### src/rtl/mem_arbiter.sv
// mem_arbiter: shares a single-port, one-cycle-latency memory bus between the CPU core
// (master 0, absolute priority, cannot stall) and a secondary master (master 1, e.g. a
// program loader or DMA engine) that only gets cycles the CPU leaves idle.
//
// Tracks which master owns the access in flight, routes read data back to it, and holds
// the last CPU read word so secondary traffic never disturbs CPU load/fetch data.
//
// Optional feature (compile-time macro ARB_STARVE_EN): starvation avoidance. After
// STARVE_MAX consecutive unserved secondary request cycles, cpu_hold_o freezes the CPU
// for one cycle and the secondary is granted. Without the macro the CPU always wins and
// cpu_hold_o is tied 0.
//
// Ports:
//   clk_i, rst_i                 clock, asynchronous active-high reset
//   cpu_enable_i/wstrb/addr/wvalue  CPU access (wstrb 0 = read), cpu_rvalue_o read data
//   sec_req_i/wstrb/addr/wdata   secondary request, held stable until sec_gnt_o
//   sec_gnt_o                    secondary access issued this cycle
//   sec_rvalid_o, sec_rdata_o    secondary read data (one-cycle valid, data held after)
//   cpu_hold_o                   one-cycle CPU freeze request (ARB_STARVE_EN only)
//   mem_enable_o/wstrb/addr/wvalue  memory request, mem_rvalue_i read data one cycle later
module mem_arbiter #(
  parameter int unsigned STARVE_MAX = 16
) (
  input  logic        clk_i,
  input  logic        rst_i,
  input  logic        cpu_enable_i,
  input  logic [3:0]  cpu_wstrb_i,
  input  logic [31:0] cpu_addr_i,
  input  logic [31:0] cpu_wvalue_i,
  output logic [31:0] cpu_rvalue_o,
  input  logic        sec_req_i,
  input  logic [3:0]  sec_wstrb_i,
  input  logic [31:0] sec_addr_i,
  input  logic [31:0] sec_wdata_i,
  output logic        sec_gnt_o,
  output logic        sec_rvalid_o,
  output logic [31:0] sec_rdata_o,
  output logic        cpu_hold_o,
  output logic        mem_enable_o,
  output logic [3:0]  mem_wstrb_o,
  output logic [31:0] mem_addr_o,
  output logic [31:0] mem_wvalue_o,
  input  logic [31:0] mem_rvalue_i
);

  typedef enum logic [1:0] {OwnNone, OwnCpuRd, OwnSecRd} owner_e;

  owner_e      owner_q, owner_d;
  logic [31:0] cpu_rdata_q, sec_rdata_q;
  logic        cpu_win, sec_win, hold;

`ifdef ARB_STARVE_EN
  logic [7:0] starve_q, starve_d;

  // Counter never passes STARVE_MAX: reaching it forces a grant, which clears it.
  assign hold = ~rst_i & sec_req_i & (starve_q == 8'(STARVE_MAX));

  always_comb begin
    starve_d = 8'd0;
    if (sec_req_i && !sec_win) starve_d = starve_q + 8'd1;
  end

  always_ff @(posedge clk_i or posedge rst_i) begin
    if (rst_i) starve_q <= 8'd0;
    else       starve_q <= starve_d;
  end
`else
  // STARVE_MAX only matters with starvation avoidance; referenced to keep it live.
  assign hold = 1'b0 & (STARVE_MAX == 0);
`endif

  // Reset gates both grants so requests are ignored while rst_i is high.
  assign cpu_win    = ~rst_i & cpu_enable_i & ~hold;
  assign sec_win    = ~rst_i & sec_req_i & ~cpu_win;
  assign sec_gnt_o  = sec_win;
  assign cpu_hold_o = hold;

  always_comb begin
    mem_enable_o = 1'b0;
    mem_wstrb_o  = 4'd0;
    mem_addr_o   = 32'd0;
    mem_wvalue_o = 32'd0;
    owner_d      = OwnNone;
    if (cpu_win) begin
      mem_enable_o = 1'b1;
      mem_wstrb_o  = cpu_wstrb_i;
      mem_addr_o   = cpu_addr_i;
      mem_wvalue_o = cpu_wvalue_i;
      if (cpu_wstrb_i == 4'd0) owner_d = OwnCpuRd;
    end else if (sec_win) begin
      mem_enable_o = 1'b1;
      mem_wstrb_o  = sec_wstrb_i;
      mem_addr_o   = sec_addr_i;
      mem_wvalue_o = sec_wdata_i;
      if (sec_wstrb_i == 4'd0) owner_d = OwnSecRd;
    end
  end

  always_ff @(posedge clk_i or posedge rst_i) begin
    if (rst_i) begin
      owner_q     <= OwnNone;
      cpu_rdata_q <= 32'd0;
      sec_rdata_q <= 32'd0;
    end else begin
      owner_q <= owner_d;
      if (owner_q == OwnCpuRd) cpu_rdata_q <= mem_rvalue_i;
      if (owner_q == OwnSecRd) sec_rdata_q <= mem_rvalue_i;
    end
  end

  // Read data is live from memory in the completion cycle, then held from the register.
  assign cpu_rvalue_o = (owner_q == OwnCpuRd) ? mem_rvalue_i : cpu_rdata_q;
  assign sec_rvalid_o = (owner_q == OwnSecRd);
  assign sec_rdata_o  = (owner_q == OwnSecRd) ? mem_rvalue_i : sec_rdata_q;

endmodule

### config.mk
export PLATFORM = sky130hd
export DESIGN_NAME = mem_arbiter
export DESIGN_NICKNAME = d
export VERILOG_FILES = /design/src/rtl/mem_arbiter.sv
export SDC_FILE = /design/constraint.sdc
export NUM_CORES = 1
export LEC_CHECK = 0
export CAP_MARGIN = 20
export CORE_ASPECT_RATIO = 2
export CORE_MARGIN = 10
export CORE_UTILIZATION = 31
export DETAILED_ROUTE_END_ITERATION = 16
export PLACE_DENSITY = 0.8
export SETUP_SLACK_MARGIN = 0.2
export SYNTH_ARGS = -nofsm -noshare
export SYNTH_HDL_FRONTEND = slang
export SYNTH_SLANG_ARGS = --single-unit
### constraint.sdc
create_clock -name clk_i -period 2.5 [get_ports clk_i]
set_input_delay 0.5 -clock clk_i [delete_from_list [all_inputs] [get_ports clk_i]]
set_output_delay 0.5 -clock clk_i [all_outputs]
set_load 0.05 [all_outputs]
**After elaboration in Yosys (flattened, before gate mapping)**

Cells that the tools add are included.
Widths: inputs -> output; s select.

- Bitwise gates (word level): 5
- Mux-type cells: 14
- Reductions and logical operators: 2
- Equality and inequality tests: 2

Operators with widths:

| kind | number |
|---|---|
| $mux 32 | 6 |
| $logic_not 4->1 | 2 |
| $mux 4 | 2 |
| $mux 2 | 3 |
| $and 1x1->1 | 3 |
| $mux 1 | 3 |
| $eq 2x1->1 const B | 1 |
| $eq 2x2->1 const B | 1 |
| $not 1->1 | 2 |

- Output and inout bits: 136
- Bits of input ports: 172
- Register bits after elaboration: 66
- Word-level logic and storage cells: 26

**Longest topological paths before layout**

- Depth in word-level cells: 6
- Mapped depth: 5

**Worst setup path after synthesis**

OpenSTA, ideal clock, no wires.

- Kind: input port to output port
- Start point: input cpu_enable_i
- End point: output mem_addr_o[23]
- Buffers on the path: 1
- Data required time: 2,000 ps
- Slack: 404 ps
- Stages on the path: 3
- Data arrival time: 1,596 ps
- Path through: nor3b_4 > buf_6 > a22o_1

- Cells in the longest elaborated chain, start to end: 5

RTL lines:

| element | line | text |
|---|---|---|
| from (decl) | 26 | `input logic cpu_enable_i,` |
| $and 1x1->1 | 73 | `assign cpu_win = ~rst_i & cpu_enable_i & ~hold;` |
| $not 1->1 | 74 | `assign sec_win = ~rst_i & sec_req_i & ~cpu_win;` |
| $and 1x1->1 | 74 |  |
| named net sec_gnt_o | 35 | `output logic sec_gnt_o,` |
| $mux 32 | 90 | `end else if (sec_win) begin` |
| $mux 32 | 84 | `if (cpu_win) begin` |
| to (decl) | 41 | `output logic [31:0] mem_addr_o,` |

The timed path passes the listed nets, and every way through them passes these cells.

**Final worst setup path**

- Start point: input sec_req_i
- End point: output mem_wvalue_o[29]

- Cells in the longest elaborated chain, start to end: 4

RTL lines:

| element | line | text |
|---|---|---|
| from (decl) | 31 | `input logic sec_req_i,` |
| $and 1x1->1 (2 in a row) | 74 |  |
| $mux 32 | 90 |  |
| $mux 32 | 84 |  |
| to (decl) | 42 | `output logic [31:0] mem_wvalue_o,` |

Every way passes these cells.

==> flow_summary.toml <==
[route]
wl_mm = 19.8
drt_iter0_drc = 125
drc = 0
drtPass1Iterations = 4
vias_per_cell = 5.08
ant_nets = 0
num_vias = 3486
wl_per_cell_um = 28.9

[place]
place_congestion = 0.828
place_area_um2 = 7400
dp_hpwl_mm = 15.9
port_buffers = 306

[setup_path]
cp_data_arrival_time_ps = 1720
critPathKind = "in -> out"
r2r_slack_ps = 1160
cp_max_fo = 8
critPathLaunchType = "input port"
crit_start = "sec_req_i"
cp-end-kind = "output port"
r2r_cells = 3
rr_startpoint = "owner_q[1]$_DFF_PP0_"
reg2reg_to = "sec_rdata_q[24]$_DFF_PP0_"
crit_end = "mem_wvalue_o[29]"
critPathRequiredTime_ps = 2000

[yosys]
synth_xor_area_share_pct = 0
yosys_warnings = 0
synth_top_family_by_area = "multiplexers"
syn-num-nets = 407
synth_adder_area_share_pct = 0
ys_seq_area_share_pct = 51.0
synth.distinct_cells = 16
synth.mux.area_fraction_pct = 22.3
synth_compound_area_share_pct = 18.4
synth-simple-area-share_pct = 2.17
synth_seq_cells = 66
synth_cells = 235
netlist_area_um2 = 3240
avgSynthCellArea_um2 = 13.8

[timing]
finalSetupViolCount = 0
timing.final.crit_share_pct = 88.6
drv_slew = 0
tns_ps = 0
finalHoldViolCount = 0
rsz0062_at_grt = "false"
skew_ps = 4.32
period_needed_ps = 2220
hold_slack_ps = 188
fmax_mhz = 451

[power_and_ir_drop]
p_sw_mw = 1.93
power_frac_clock_pct = 25.1
combPwrFrac_pct = 50.1
p_leak_nw = 3.55
switching_share_pct = 36.7
internal-power_mw = 3.34
ir_worst_vdd_mv = 0.390
power.density_nw_per_um2 = 655
seq_power_share_pct = 24.7

[finish]
final_common_cell = "clkdlybuf4s50_1"
finalInstanceArea_um2 = 8050
final_util_pct = 79.3
drive_above_1_share_pct = 46.7
syn_to_final_growth_pct = 149
nNetsFinal = 718
fill_cells = 597
layout_common_cells = "clkdlybuf4s50_1 (168), buf_12 (110), dfrtp_1 (66)"

[grt]
gr-usage-all-layers_pct = 25.7
grt_max_degree = 55
grt_pass1_vias = 4118
antenna_found_initial = 3
grt_pass1_wl_mm = 28.7
grt-ovfl-total = 0

[clocking]
cts_tree = "done"
root_buffer = "clkbuf_16"
cts.sinks = 66
clkLatencyLatePin_ps = 320
clockBufferDepth = 2
htreeDepth = 3
ctsHoldBuffers = 0
cts_buffers = 9
path_clk_slew_ps = 50

[die]
fp.dieW_um = 92.2
io_pins = 308
num_rows = 52
coreArea_um2 = 10100
start_util_pct = 31.9
die-area_um2 = 15200
die_h_um = 164

[outcome]
status = "finished, final reports clean"

[job]
drv_cap = 0

[worst_hold_path]
hp-class = "in -> async"
## power groups by stage
| stage | clock network [mW] | registers, mW | logic (mW) |
|---|---|---|---|
| final | 1.32 | 1.30 | 2.64 |
| after global routing | 1.40 | 1.32 | 2.72 |
| after CTS | 1.36 | 1.30 | 2.66 |
| after detailed placement | 0 | 1.32 | 2.59 |
| after global placement | 0 | 1.30 | 2.55 |
| after floorplan | 0 | 1.30 | 1.29 |
## worst max-delay path, stage by stage
cell and delay [ps]:
buf_2 120, nor3b_4 150, buf_6 130, buf_12 120, bufbuf_16 270, a22o_4 270
buf_12 140
## state kept, by name, indices dropped and copies added, names as in the netlist
register     cells
cpu_rdata_q     32
sec_rdata_q     32
owner_q          2
## layer usage
metal / vias to the layer above / track usage [%] / routed length, µm
li1: 1520 / - / -
met1: 1707 / 24.6 / 6400
met2: 232 / 48.0 / 11000
met3: 23 / 11.2 / 2040
met4: 4 / 7.40 / 369
met5: - / 0 / 21
## worst min-delay path by stage
stage                             start                   endpoint  slack (ps)  cells after the start
2_1_floorplan  sec_rdata_q[0]$_DFF_PP0_   sec_rdata_q[0]$_DFF_PP0_         700                      1
3_3_place_gp   cpu_rdata_q[6]$_DFF_PP0_   cpu_rdata_q[6]$_DFF_PP0_         470                      1
3_5_place_dp   cpu_rdata_q[5]$_DFF_PP0_   cpu_rdata_q[5]$_DFF_PP0_         480                      1
4_1_cts                           rst_i  cpu_rdata_q[22]$_DFF_PP0_         280                      2
5_1_grt                           rst_i  cpu_rdata_q[30]$_DFF_PP0_         200                      2
6_report                          rst_i  cpu_rdata_q[30]$_DFF_PP0_         190                      2
## metrics by stage
step	worst slack (ps)	instances	total power, mW
2_1_floorplan	345	235	2.59
3_3_place_gp	42.0	662	3.85
3_5_place_dp	-4.37	662	3.91
4_1_cts	207	685	5.32
5_1_grt	242	685	5.43
6_report	285	686	5.27
## what timing repair did
item,CTS,global route
setup endpoints to repair,68,23
setup buffers,5,0
resized for setup,31,3
pin swaps,9,5
cloned,3,0
## Yosys cell counts
library cell | n | share of area (%)
nor2b_1 | 2 | 0.39
buf_6 | 9 | 3.1
nor3b_4 | 1 | 0.58
clkbuf_2 | 1 | 0.15
buf_4 | 4 | 0.93
nor4_1 | 2 | 0.39
conb_1 | 1 | 0.12
and2_1 | 2 | 0.39
nand2b_1 | 1 | 0.19
mux2_1 | 2 | 0.70
a22o_1 | 68 | 18
nor2_1 | 2 | 0.23
inv_1 | 2 | 0.23
buf_2 | 10 | 1.5
mux2_2 | 62 | 22
dfrtp_1 | 66 | 51
## layout make-up
class,instances,area (µm²),share of cell area [%]
Inverter,2,7.51,0.0933
Sequential cell,66,1650,20.5
Antenna cell,1,2.50,0.0311
Clock inverter,4,76.3,0.948
Multi-Input combinational cell,143,1580,19.7
Tap cell,135,169,2.10
Timing Repair Buffer,324,4320,53.6
Clock buffer,11,243,3.02
## cell families (layout without fill, tap and decap cells)
group	after synthesis	in the layout
AOI/OAI and AO/OA	68	68
and+or+nand+nor	10	10
buffers and inverters	26	341
other	1	2
muxes	64	64
DFF	66	66
No activity file was read; power rests on OpenSTA's default activity.
